`config.mk`:
```
export PLATFORM = sky130hd
export DESIGN_NAME = map_port_arbiter
export DESIGN_NICKNAME = d
export VERILOG_FILES = /design/src/rtl/map_port_arbiter.sv
export SDC_FILE = /design/constraint.sdc
export NUM_CORES = 1
export LEC_CHECK = 0
export CAP_MARGIN = 20
export CORE_AREA = 2 2 73 75
export DETAILED_ROUTE_END_ITERATION = 10
export DIE_AREA = 0 0 75 77
export HOLD_SLACK_MARGIN = 0.08
export PLACE_DENSITY = 0.74
export SLEW_MARGIN = 20
export SYNTH_ARGS = -nofsm -noshare
export SYNTH_HDL_FRONTEND = slang
export SYNTH_SLANG_ARGS = --single-unit
export TNS_END_PERCENT = 1
```
`constraint.sdc`:
```
create_clock -name Clk -period 4.2 [get_ports Clk]
set_input_delay 1.05 -clock Clk [delete_from_list [all_inputs] [get_ports Clk]]
set_output_delay 1.05 -clock Clk [all_outputs]
set_load 0.02 [all_outputs]
```
`src/rtl/map_port_arbiter.sv`:
```
// map_port_arbiter: round-robin arbiter and read sequencer that shares the
// single read port of the tile collision map among NUM_REQ requesters.
// One grant per cycle. The one-hot tag of each grant travels down an
// RD_LAT-deep pipeline, so the tile value goes back to the requester that
// issued the read.
// Optional feature: define MAP_BOUNDS_CHECK_EN to make off-map coordinates
// (x >= MAP_W or y >= MAP_H) skip the memory read and return as walls.
module map_port_arbiter #(
  parameter int NUM_REQ = 4,
  parameter int DATA_W  = 4,
  parameter int RD_LAT  = 2,
  parameter int MAP_W   = 20,
  parameter int MAP_H   = 15
) (
  input  logic                 Clk,
  input  logic                 Reset_n,
  input  logic [NUM_REQ-1:0]   req_valid,
  input  logic [NUM_REQ*5-1:0] req_x,
  input  logic [NUM_REQ*5-1:0] req_y,
  output logic [NUM_REQ-1:0]   req_ready,
  output logic                 mem_en,
  output logic [9:0]           mem_addr,
  input  logic [DATA_W-1:0]    mem_rdata,
  output logic [NUM_REQ-1:0]   rsp_valid,
  output logic [DATA_W-1:0]    rsp_data,
  output logic                 rsp_wall,
  output logic                 busy
);
  localparam int PTR_W = $clog2(NUM_REQ);

  // A configuration outside the supported ranges stops elaboration.
  if (NUM_REQ < 2 || NUM_REQ > 8 || RD_LAT < 1 || RD_LAT > 4 ||
      MAP_W < 1 || MAP_W > 32 || MAP_H < 1 || MAP_H > 32) begin : g_bad_cfg
    $error("map_port_arbiter: parameter out of range");
  end

  logic [PTR_W-1:0]                rr_ptr, nxt_ptr, win;
  logic                            any;
  logic [4:0]                      win_x, win_y;
  logic [RD_LAT:1]                 vld_pipe;
  logic [RD_LAT:1][NUM_REQ-1:0]    tag_pipe;

  assign any = |req_valid;

  // Winner scan: first valid requester at or after rr_ptr, with wrap-around.
  always_comb begin
    int   idx;
    logic found;
    req_ready = '0;
    win       = '0;
    nxt_ptr   = rr_ptr;
    found     = 1'b0;
    idx       = 0;
    for (int k = 0; k < NUM_REQ; k++) begin
      idx = int'(rr_ptr) + k;
      if (idx >= NUM_REQ) idx = idx - NUM_REQ;
      if (!found && req_valid[idx]) begin
        found          = 1'b1;
        req_ready[idx] = 1'b1;
        win            = PTR_W'(idx);
        nxt_ptr        = (idx + 1 == NUM_REQ) ? '0 : PTR_W'(idx + 1);
      end
    end
  end

  assign win_x    = req_x[int'(win)*5 +: 5];
  assign win_y    = req_y[int'(win)*5 +: 5];
  // The address reads as zero when nothing is requested.
  assign mem_addr = any ? {win_y, win_x} : 10'd0;

`ifdef MAP_BOUNDS_CHECK_EN
  logic                 oob;
  logic [RD_LAT:1]      oob_pipe;

  // An off-map winner is still granted, but the memory read is suppressed.
  assign oob    = ({1'b0, win_x} >= 6'(MAP_W)) || ({1'b0, win_y} >= 6'(MAP_H));
  assign mem_en = any & ~oob;

  // The out-of-bounds flag travels alongside the tag.
  always_ff @(posedge Clk or negedge Reset_n) begin
    if (!Reset_n) begin
      oob_pipe <= '0;
    end else begin
      oob_pipe[1] <= any & oob;
      for (int s = 2; s <= RD_LAT; s++) oob_pipe[s] <= oob_pipe[s-1];
    end
  end

  // Off-map reads return all-ones, so they always look like a wall.
  always_comb begin
    rsp_data = '0;
    if (vld_pipe[RD_LAT]) rsp_data = oob_pipe[RD_LAT] ? '1 : mem_rdata;
  end
`else
  assign mem_en = any;

  // The memory data goes straight to the output in the response cycle.
  always_comb begin
    rsp_data = '0;
    if (vld_pipe[RD_LAT]) rsp_data = mem_rdata;
  end
`endif

  // The round-robin pointer moves past the winner only when a grant occurs.
  always_ff @(posedge Clk or negedge Reset_n) begin
    if (!Reset_n)  rr_ptr <= '0;
    else if (any)  rr_ptr <= nxt_ptr;
  end

  // Tag pipeline. Stage s holds the grant made s cycles ago. Reset drops
  // every read in flight.
  always_ff @(posedge Clk or negedge Reset_n) begin
    if (!Reset_n) begin
      vld_pipe <= '0;
      tag_pipe <= '0;
    end else begin
      vld_pipe[1] <= any;
      tag_pipe[1] <= req_ready;
      for (int s = 2; s <= RD_LAT; s++) begin
        vld_pipe[s] <= vld_pipe[s-1];
        tag_pipe[s] <= tag_pipe[s-1];
      end
    end
  end

  assign rsp_valid = vld_pipe[RD_LAT] ? tag_pipe[RD_LAT] : '0;
  assign rsp_wall  = |rsp_data;
  assign busy      = |vld_pipe;

endmodule

```
After elaboration in Yosys (flattened, before gate mapping)

Index checks and enable logic that the tools add are counted.

Flip-flop bits (word level): 12
Input bits: 50
Output and inout bits: 25
Logic and storage cells: 98

$add $sub $neg: 11
Multiply operators: 1
Order comparisons: 12
Equality and inequality tests: 4
Shifts and indexed selects: 2
Multiplexer cells: 46
Bitwise gates (word level): 3
Reductions and logical operators: 15

Operator list:

| operator                                                    | count |
|---|---|
| adder 32 x 2 -> 32 bit, second input constant               | 4 |
| == test 32 x 4 -> 1 bit, second input constant              | 4 |
| >= comparator 32 x 1 -> 1 bit, second input constant        | 4 |
| less-than comparator 32 x 4 -> 1 bit, second input constant | 4 |
| two-way mux 32 bit                                          | 4 |
| variable part select 20 x 32 -> 5 bit                       | 1 |
| two-way mux 2 bit                                           | 12 |
| two-way mux 4 bit                                           | 6 |
| variable part select 20 x 6 -> 5 bit                        | 1 |
| two-way mux 1 bit                                           | 15 |
| bitwise OR 4 bit                                            | 3 |
| subtractor 3 x 3 -> 4 bit, second input constant            | 3 |
| two-way mux 10 bit                                          | 1 |
| >= comparator 3 bit, second input constant                  | 3 |
| binary-select mux 1 bit (select 2 bit)                      | 4 |
| demux 1 bit (select 2 bit)                                  | 4 |
| OR reduction 4 bit                                          | 2 |
| logical AND 1 bit                                           | 7 |
| adder 2 x 2 -> 3 bit, second input constant                 | 2 |
| multiplier 2 x 3 -> 5 bit, second input constant            | 1 |
| nonzero test 4 bit                                          | 1 |
| subtractor 2 x 3 -> 4 bit, second input constant            | 1 |
| adder 2 x 1 -> 3 bit, second input constant                 | 1 |
| >= comparator 2 x 3 -> 1 bit, second input constant         | 1 |
| 3 further kinds                                             | 5 |

Depth between registers and ports, before layout

Depth after elaboration: 18
Depth in mapped cells: 12
Depth with buffers taken out: 7

Worst setup path after synthesis

No wires, ideal clock.

Path kind: reg-to-output
Start point: register rr_ptr[0]
End point: output port req_ready[0]
Arrival time: 3.300 ns
Data required time: 3.150 ns
Slack: -0.150 ns
Cell stages (with the launch flop): 12
Path buffers: 5
Cells stage by stage: dfrtp_1 > buf_2 > clkinv_1 > clkbuf_1 > ha_1 > clkbuf_1 > mux4_2 > nor2b_1 > buf_2 > buf_1 > a22oi_1 > o21ai_0

Word-level cells in the longest chain between the ends: 15
Elaborated cells on any way between the ends: 63

RTL lines:

| item                                                                                   | line | source |
|---|---|---|
| start, declared                                                                        | 37   | `logic [PTR_W-1:0] rr_ptr, nxt_ptr, win;` |
| start signal, assigned                                                                 | 107  | `else if (any) rr_ptr <= nxt_ptr;` |
| parallel branches: the longest is 14 deep, another holds >= comparator 32 x 1 -> 1 bit | --   |  |
| two-way mux 4 bit (*)                                                                  | 57   | `if (!found && req_valid[idx]) begin` |
| end, declared                                                                          | 20   | `output logic [NUM_REQ-1:0] req_ready,` |

Mark *: on every way between the ends. The select of a mux whose other input is x is not followed.

Worst setup path in the final report

Start point: input port req_valid[0]
End point: output port mem_addr[5]

Word-level cells in the longest chain between the ends: 16
Elaborated cells on any way between the ends: 29

RTL lines:

| item                                                 | line | source |
|---|---|---|
| start, declared                                      | 17   | `input logic [NUM_REQ-1:0] req_valid,` |
| binary-select mux 1 bit (select 2 bit)               | 57   |  |
| two-way mux 1 bit (implied by the code) (2 in a row) | 57   |  |
| two-way mux 1 bit                                    | 57   |  |
| zero test 1 bit                                      | 57   |  |
| logical AND 1 bit                                    | 57   |  |
| two-way mux 1 bit                                    | 57   |  |
| zero test 1 bit                                      | 57   |  |
| logical AND 1 bit                                    | 57   |  |
| two-way mux 1 bit                                    | 57   |  |
| zero test 1 bit                                      | 57   |  |
| logical AND 1 bit                                    | 57   |  |
| two-way mux 2 bit                                    | 57   |  |
| multiplier 2 x 3 -> 5 bit                            | 67   | `assign win_y = req_y[int'(win)*5 +: 5];` |
| variable part select 20 x 6 -> 5 bit                 | 67   |  |
| two-way mux 10 bit (*)                               | 69   | `assign mem_addr = any ? {win_y, win_x} : 10'd0;` |
| end, declared                                        | 22   | `output logic [9:0] mem_addr,` |

Every way passes the cells marked *; elsewhere a longest branch is shown, timed or not. The select of a mux whose other input is x is not followed.

==> qor.txt <==
DP Area -> 3030 um^2
Inserted Clock Buffers -> 3
CP Class -> in -> out
Highest Clock Rate -> 247 MHz
RSZ-0062 raised after global routing -> false
Antenna diode count -> 0
Hold EP -> tag_pipe[7]
Starting Density -> 0.403
Worst slew margin -> 0.629
Die Wd -> 75 um
Max-cap violations -> 0
Peak supply drop -> 0.530 mV
GRT busiest layer -> met2
CTS Hold Bufs -> 0
Netlist cell types -> 43
Met3 Resource Use GR -> 0.0263
Period minus WS final -> 4.05 ns
Asr flop ratio synth -> 1.00
Post-layout util -> 0.622
Synthesis-stage register bit count -> 12
CTS Sinks -> 12
PwrDens -> 801 nW/um^2
Final hold vios -> 0
WL/cell -> 17.7 um
Reg2Reg Setup Slack -> 1.66 ns
Arrival time worst endpoint -> 3.00 ns
Setup tns final -> 0 ns
Avg Inst Size Synth -> 8.29 um^2
Clock skew -> 0.00422 ns
Final Cell Area -> 3100 um^2
Area Growth Syn to Fin -> 54.5%
# port buffers -> 74
Worst Max-Slew Pin Slew -> 0.553 ns
Critical Path Fanout Max -> 18
DIE AREA -> 5780 um^2
EDFF count, synth -> 0
DR iter-0 viols -> 291
Final Max Tran Viols -> 0
Largest net degree at the start of global routing -> 46
Gate Count Post-Synth -> 242
Worst hold start -> tag_pipe[3]
Total track usage -> 0.233
# IOs -> 75
Commonest cells after routing, fill and taps aside -> clkdlybuf4s50_1, nand4_1, buf_4
CORE AREA -> 4980 um^2
R2R Path Start -> rr_ptr[0]
Dpl ws -> -0.644 ns
Site Rows -> 26
Seq/Total Area, Yosys -> 0.150
Chip height -> 77 um
Min setup slack post-route -> 0.145 ns
Syn Nets -> 300
Commonest non-fill, non-tap cell in the layout -> clkdlybuf4s50_1
H-tree levels -> 1
CP Capture Type -> primary output
CTS tree -> yes
Worst path required time -> 3.15 ns
Kind of cell adding the most delay to the critical path -> multiplexers
Post-synth top flop -> dfrtp_1
Post-route DRC violation count -> 0
Status -> completed
# setup viols final -> 0
Clk buf depth -> 2
Antenna violations before repair -> 0
Period utilization -> 0.965
Levels on crit path -> 9
Clock latency on the worst-skew pair -> 0.24 ns
Layout net count -> 388
Filler cells -> 428
Vias in the first global route -> 2,234
Critical Path Source Type -> primary input
Worst hold path type -> reg -> reg
Synth warn -> 0
Worst-path clk slew -> 0.05 ns
Crit path buffers/inverters -> 4
Synthesized cell area -> 2010 um^2
Grt met1 use -> 0.335
Global-route wire length before repair -> 10,900 um
Leakage -> 1.16 nW
Met2 Track Usage GR -> 0.361
Crit path largest cell delay -> 0.51 ns
Slowest CP cell -> mux4_2
Cell repeated most along the worst path -> buf_4
Via density -> 6.47
Final GP Congestion -> 0.831
1st-pass router iterations -> 5
Vias -> 2,581
Final HPWL DP -> 4850 um
Layout cell share with drive strength beyond 1 -> 0.322
Hold Path Cell Cnt -> 0
Post-route ant nets -> 0
Worst R2R Path Depth -> 8
Root Buffer -> clkbuf_8
CP cell instances -> clkbuf_2 > buf_4 > mux4_2 > nor2b_4 > buf_12 > o211ai_1 > a41oi_2 > mux2_4 > buf_4
Tot Pwr -> 2.48 mW
Final wirelength -> 7050 um
Overflow after GRT -> 0
RR Endpoint -> rr_ptr[1]
-- how the worst max path moves through the flow --
stage                      start      endpoint  slack, ns
CTS                 req_valid[0]   mem_addr[5]      -0.01
detailed placement  req_valid[0]   mem_addr[6]      -0.64
finish              req_valid[0]   mem_addr[5]       0.15
global placement    req_valid[0]   mem_addr[9]      -0.59
global route        req_valid[0]   mem_addr[5]       0.06
floorplan              rr_ptr[0]  req_ready[1]      -0.15
-- metal layers --
| metal | vias up | routed length [um] |
|---|---|---|
| li1 | 1180 | - |
| met1 | 1223 | 2940 |
| met2 | 155 | 3320 |
| met3 | 23 | 599 |
| met4 | 0 | 182 |
| met5 | - | 0 |
-- what timing repair did --
action | CTS | global route
gates resized for setup | 67 | 18
gates cloned | 3 | 0
setup endpoints to repair | 14 | 14
buffers inserted | 2 | 0
pin swaps | 11 | 4
-- stage by stage --
stage | hold WS (ns) | cells
detailed placement | 0.335 | 390
finish | 0.346 | 399
floorplan | 0.331 | 242
CTS | 0.346 | 399
global route | 0.356 | 399
global placement | 0.332 | 390
-- area by class of cell --
type / instances / area, um^2 / area share
Multi-Input combinational cell: 190 / 1600 / 0.515
Tap cell: 70 / 87.6 / 0.0283
Inverter: 5 / 18.8 / 0.00606
Clock buffer: 4 / 45.0 / 0.0145
Sequential cell: 12 / 302 / 0.0973
Timing Repair Buffer: 118 / 1050 / 0.339
-- cells by family after synthesis --
| family | Yosys count | share of synthesized area |
|---|---|---|
| AO/OA/AOI/OAI | 77 | 0.327 |
| adder cells (fa/ha/maj) | 8 | 0.0499 |
| buffers and inverters | 42 | 0.0979 |
| flip-flops | 12 | 0.150 |
| multiplexers | 17 | 0.110 |
| AND/OR/NAND/NOR | 86 | 0.265 |
-- state kept, by name, indices dropped and copies added, names as in the netlist --
| signal | cells |
|---|---|
| rr_ptr | 2 |
| vld_pipe | 2 |
| tag_pipe | 8 |
-- report_power, final --
group	internal, mW	leakage (nW)	switching [mW]
clock network	0.0666	0.0228	0.0393
logic	0.953	0.996	1.25
registers	0.156	0.146	0.0188
total	1.18	1.16	1.31
-- synthesized netlist by cell type (all sizes together), types with 3 or more instances --
master   n  area, um^2
a21oi    3        18.8
a22oi    8        60.1
nand4   50         313
ha       8         100
inv      4        15.0
mux2    11         124
mux4     3        67.6
nor3     5        25.0
a41oi   10        87.6
nor2     7        26.3
o211ai  42         365
o21ai    5        25.0
buf     13        87.6
dfrtp   12         300
and2     8        50.1
mux2i    3        30.0
clkbuf  24        90.1
(Power assumes the default switching activity.)
